--- src/rtl/counter_pkg.sv ---
// Shared types and step arithmetic for bound_counter.
// Holds end-of-range modes, FSM states and next_count().
package counter_pkg;

  localparam int MAXW = 32;

  typedef enum logic [1:0] {
    WRAP    = 2'b00,
    SAT     = 2'b01,
    ONESHOT = 2'b10,
    RSVD    = 2'b11
  } mode_t;

  typedef enum logic {
    RUN  = 1'b0,
    DONE = 1'b1
  } state_t;

  typedef struct packed {
    logic            ev;
    logic [MAXW-1:0] val;
  } nc_t;

  // One step from count; ev flags a boundary event.
  // Arithmetic carries one extra bit so the up
  // carry and the down borrow are both visible.
  function automatic nc_t next_count(
    input logic [MAXW-1:0] count,
    input logic [MAXW-1:0] step,
    input logic            up,
    input logic [MAXW-1:0] lo,
    input logic [MAXW-1:0] hi,
    input mode_t           mode
  );
    nc_t         r;
    logic [MAXW:0] cand;
    logic          brw;
    if (up) cand = {1'b0, count} + {1'b0, step};
    else    cand = {1'b0, count} - {1'b0, step};
    brw = ~up & cand[MAXW];
    if (step == '0)
      r.ev = 1'b0;
    else if (up)
      r.ev = cand > {1'b0, hi};
    else
      r.ev = brw | (cand < {1'b0, lo});
    if (!r.ev)
      r.val = cand[MAXW-1:0];
    else if (mode == WRAP)
      r.val = up ? lo : hi;
    else
      r.val = up ? hi : lo;
    return r;
  endfunction

endpackage

--- src/rtl/bound_counter.sv ---
// Up/down counter with programmable bounds/step, wrap/sat/one-shot.
// Ports: clk, clr_n, en, up, ld, D, lo, hi, step, mode -> count, rco, tc, ovf, done.
module bound_counter
  import counter_pkg::*;
#(
  parameter int N      = 8,
  parameter int STEP_W = 4
) (
  input  logic              clk,
  input  logic              clr_n,
  input  logic              en,
  input  logic              up,
  input  logic              ld,
  input  logic [N-1:0]      D,
  input  logic [N-1:0]      lo,
  input  logic [N-1:0]      hi,
  input  logic [STEP_W-1:0] step,
  input  logic [1:0]        mode,
  output logic [N-1:0]      count,
  output logic              rco,
  output logic              tc,
  output logic              ovf,
  output logic              done
);

  state_t      st;
  mode_t       md;
  nc_t         nc;
  logic [N-1:0] ld_val;
  logic         cfg_ok;
  logic         unused_hi_bits;

  assign md     = mode_t'(mode);
  assign cfg_ok = lo <= hi;

  // With lo>hi the first test already fails for
  // D>=lo, so those loads fall through to hi.
  assign ld_val = (D < lo) ? lo :
                  (D > hi) ? hi : D;

  assign nc = next_count(
    MAXW'(count), MAXW'(step), up,
    MAXW'(lo), MAXW'(hi), md
  );

  // No-event results are bounded by hi, so the
  // upper bits of the wide result are always 0.
  assign unused_hi_bits = |nc.val[MAXW-1:N];

  assign rco  = (up & (count == hi)) |
                (~up & (count == lo));
  assign done = (st == DONE);

  always_ff @(posedge clk) begin
    if (!clr_n) begin
      count <= '0;
      tc    <= 1'b0;
      ovf   <= 1'b0;
      st    <= RUN;
    end else if (ld) begin
      count <= ld_val;
      tc    <= 1'b0;
      ovf   <= 1'b0;
      st    <= RUN;
    end else if (en && st == RUN && cfg_ok) begin
      count <= nc.val[N-1:0];
      tc    <= nc.ev;
      if (nc.ev)
        ovf <= 1'b1;
      if (nc.ev && md == ONESHOT)
        st <= DONE;
    end else begin
      tc <= 1'b0;
    end
  end

endmodule

--- config.mk ---
export PLATFORM = sky130hd
export DESIGN_NAME = bound_counter
export DESIGN_NICKNAME = d
export VERILOG_FILES = /design/src/rtl/counter_pkg.sv /design/src/rtl/bound_counter.sv
export SDC_FILE = /design/constraint.sdc
export NUM_CORES = 1
export LEC_CHECK = 0
export CAP_MARGIN = 20
export CORE_MARGIN = 2
export CORE_UTILIZATION = 54
export DETAILED_ROUTE_END_ITERATION = 7
export GPL_TIMING_DRIVEN = 0
export PLACE_DENSITY_LB_ADDON = 0.05
export SYNTH_ARGS = -nofsm -noshare
export SYNTH_HDL_FRONTEND = slang
export SYNTH_SLANG_ARGS = --single-unit
--- constraint.sdc ---
create_clock -name clk -period 5.05 [get_ports clk]
set_input_delay 1.01 -clock clk [delete_from_list [all_inputs] [get_ports clk]]
set_output_delay 1.01 -clock clk [all_outputs]
set_load 0.01 [all_outputs]
==> results.md <==
- Detailed-route wire length per cell: 16.88 um
- Seq cells post-synth: 11
- Dominant cell type by area after synthesis: sky130_fd_sc_hd__ha_1
- Worst-case reg-to-reg path depth: 17
- Count of synthesis-stage warnings from yosys: 0
- IO Port Bufs: 45
- Number of endpoints failing setup at the final stage: 0
- Layout Skew: 0.006949 ns
- Area of the core: 0.004354 mm^2
- Count of unresolved DRC violations after routing: 0
- Area delta synth->final: 24.43%
- Data required time of the worst path: 5.21 ns
- Leakage Power: 1.325 nW
- Syn Std Cell Area: 0.002454 mm^2
- TritonCTS Sinks: 11
- Final global-route overflow total: 0
- Via total after detailed routing: 2567
- Primary FF master, synth: sky130_fd_sc_hd__dfxtp_1
- Portion of the post-synthesis area used by sequential elements: 8.975%
- Count of antenna diodes in the layout: 0
- Nets: 447
- Remaining max-slew budget at the tightest pin: 51.49%
- Weighted congestion at the end of routability-driven global placement: 0.9684
- Post-Route WL: 7004 um
- Source-to-sink clock delay at the later pin of the worst-skew pair: 0.24 ns
- Most instantiated library cell after synthesis: sky130_fd_sc_hd__ha_1
- Largest fanout on the critical path: 7
- Worst slew pin tran: 0.7093 ns
- Power density of the placed cells: 234.5 mW/mm^2
- Terminating pin of the worst hold path: ovf
- Floorplan row count: 24
- Worst reg2reg endpoint: count[0]
- Detail-routed via count per cell: 6.186
- Layout cells sized above 1: 7.438%
- All-Layer GR Usage: 27.20%
- Post-Layout Cell Count: 415
- Effective utilization at floorplan: 56.35%
- Launch point of the worst reg-to-reg path: count[0]
- Slew Limit Fails: 0
- Total Power Consumption: 0.7159 mW
- Min-Delay Startpoint: ovf
- Mean cell area of the mapped netlist: 7.889 um^2
- Main area contributors after synthesis: sky130_fd_sc_hd__ha_1, sky130_fd_sc_hd__dfxtp_1, sky130_fd_sc_hd__a21oi_1
- CTS tree: yes
- Count of distinct cell types in the synthesized netlist: 57
- Path category of the worst min-delay check: flop to flop
- Portion of synthesized cell area occupied by the leading cell type: 23.46%
- Footprint of the flip-flops and latches: 220.2 um^2
- Element type at the critical path start: primary input
- Fillers: 384
- Detailed placer's ending HPWL: 5909 um
- Post-synth EDFFs: 0
- Slack of the worst reg-to-reg path: 1.10 ns
- Combined area of the multi-input logic cells: 0.002100 mm^2
- Buffer levels on the longest clock path: 2
- Async S/R FF share, synth: 0%
- Total CTS buffers: 3
- Number of maximum-capacitance constraint violations: 0
- Outcome: finished, final reports clean
- Chip height: 71.41 um
- Buffer type at the clock tree root: sky130_fd_sc_hd__clkbuf_8
- First-pass iteration count of the detailed router: 4
- Routed Antenna Nets: 0
- Global-route wire length before repair: 11140 um
- Vias in the first global route: 2376
- Die W: 71.41 um
- Clock transition at the registers of the reported paths: 0.05 ns
- Maximum number of pins on one net before global-route repair: 11
- Maximum clock rate: 0.2075 GHz
- Initial antenna violation count: 0
- Worst hold slack across all endpoints: 0.4471 ns
- Die Area: 0.005099 mm^2
- Number of H-tree levels: 1
- Most common library cells after synthesis: sky130_fd_sc_hd__ha_1, sky130_fd_sc_hd__inv_1, sky130_fd_sc_hd__a21oi_1
- Count of pins on the block boundary: 47
- Hold violation total from the final report: 0
- Post-Syn Instances: 311
- Final clock period utilization by the worst path: 95.42%
- DRC violation total after the first TritonRoute iteration: 126
- Syn nets: 394
- Maximum resistive drop on vdd: 0.00008980 V
- Number of stages on the worst hold path: 2
- Critical Path Sink Type: flop
- Placed Instances: 408
- Setup CP Type: primary input to flop
- Final critical path time including I/O delays and setup: 4.819 ns
- Data arrival time of the critical path: 4.98 ns
stage by stage:
step / cell area, um^2 / setup TNS, ns / setup WS [ns] / utilization [%]
detailed placement: 2969 / -0.1399 / -0.1047 / 68.19
global placement: 2969 / -0.06417 / -0.06417 / 68.19
finish: 3053 / 0 / 0.2314 / 70.11
floorplan: 2454 / 0 / 0.8711 / -
CTS: 3014 / 0 / 0.1372 / 69.22
global route: 3053 / -0.001363 / -0.001363 / 70.11
critical path, stage by stage:
cell,delay (ns)
sky130_fd_sc_hd__clkdlybuf4s50_1,0.52
sky130_fd_sc_hd__ha_1,0.19
sky130_fd_sc_hd__inv_1,0.05
sky130_fd_sc_hd__fa_1,0.38
sky130_fd_sc_hd__a21o_1,0.22
sky130_fd_sc_hd__a211oi_2,0.23
sky130_fd_sc_hd__nor3b_2,0.18
sky130_fd_sc_hd__a31oi_1,0.08
sky130_fd_sc_hd__xnor2_2,0.28
sky130_fd_sc_hd__ha_1,0.32
sky130_fd_sc_hd__o21a_1,0.12
sky130_fd_sc_hd__o21a_1,0.17
sky130_fd_sc_hd__o22ai_1,0.34
sky130_fd_sc_hd__o221ai_4,0.17
sky130_fd_sc_hd__nand3_4,0.18
sky130_fd_sc_hd__mux2_4,0.32
sky130_fd_sc_hd__a211oi_2,0.21
power by group:
group	total [mW]	internal [mW]	switching (mW)
sequential	0.113	0.0987	0.0145
clock	0.0896	0.0555	0.0341
combinational	0.513	0.235	0.279
final cells by class:
cell class	instances	share of cell area (%)
multi-input combinational	262	68.77
sequential	11	7.213
inverter	29	3.566
buffer	9	1.352
clock buffer	4	1.475
timing repair buffer	48	15.49
tap	52	2.131
sequential cells by signal, indices dropped and copies added, names as in the netlist:
name	cells
count	8
done	1
ovf	1
tc	1
what timing repair did:
action | CTS | global route
buffers inserted | 0 | 3
gates resized for setup | 0 | 3
hold buffers | 0 | 0
setup endpoints to repair | 0 | 8
worst max path at each step:
stage / start / endpoint / slack, ns
CTS: step[0] / count[0] / 0.14
global placement: step[0] / count[0] / -0.06
floorplan: step[0] / count[0] / 0.87
global route: step[1] / count[0] / -0.001
finish: step[0] / count[0] / 0.23
detailed placement: step[0] / count[0] / -0.10
layer usage:
| layer | wire length, um | vias up | global-route usage, % | share of wire [%] |
|---|---|---|---|---|
| met3 | 298 | 13 | 1.406 | 4.3 |
| met5 | 0 | - | 0 | 0 |
| met2 | 3365 | 83 | 47.53 | 48 |
| li1 | - | 1278 | - | - |
| met4 | 169 | 0 | 9.434 | 2.4 |
| met1 | 3171 | 1193 | 35.57 | 45 |
logic make-up after synthesis:
family / synth area share, %
AOI/OAI and AO/OA: 28.00
and+or+nand+nor: 18.26
adders and majority gates: 25.09
buffers and inverters: 6.119
xor gates and xnor gates: 8.822
muxes: 4.742
DFF: 8.975
cell usage in the layout (no fill, tap or decap), types with 3 or more instances in the layout:
cell type,instances
sky130_fd_sc_hd__ha_1,46
sky130_fd_sc_hd__clkdlybuf4s50_1,45
sky130_fd_sc_hd__inv_1,29
sky130_fd_sc_hd__a21oi_1,26
sky130_fd_sc_hd__nor2_1,19
sky130_fd_sc_hd__nand2_1,15
sky130_fd_sc_hd__xor2_1,13
sky130_fd_sc_hd__nor3_1,12
sky130_fd_sc_hd__nand3_1,11
sky130_fd_sc_hd__dfxtp_1,11
sky130_fd_sc_hd__a211oi_1,10
sky130_fd_sc_hd__mux2i_1,9
sky130_fd_sc_hd__nand4_1,9
sky130_fd_sc_hd__xnor2_1,8
sky130_fd_sc_hd__o221ai_1,8
sky130_fd_sc_hd__clkbuf_1,6
sky130_fd_sc_hd__o21a_1,6
sky130_fd_sc_hd__o21ai_0,6
sky130_fd_sc_hd__a2111oi_0,5
sky130_fd_sc_hd__buf_4,4
sky130_fd_sc_hd__nor2b_1,4
sky130_fd_sc_hd__buf_2,3
sky130_fd_sc_hd__a21o_1,3
sky130_fd_sc_hd__a22oi_1,3
sky130_fd_sc_hd__nor4_1,3
sky130_fd_sc_hd__o31ai_1,3
sky130_fd_sc_hd__o211ai_1,3
sky130_fd_sc_hd__clkbuf_8,3
Power figures use the tool's default switching activity.
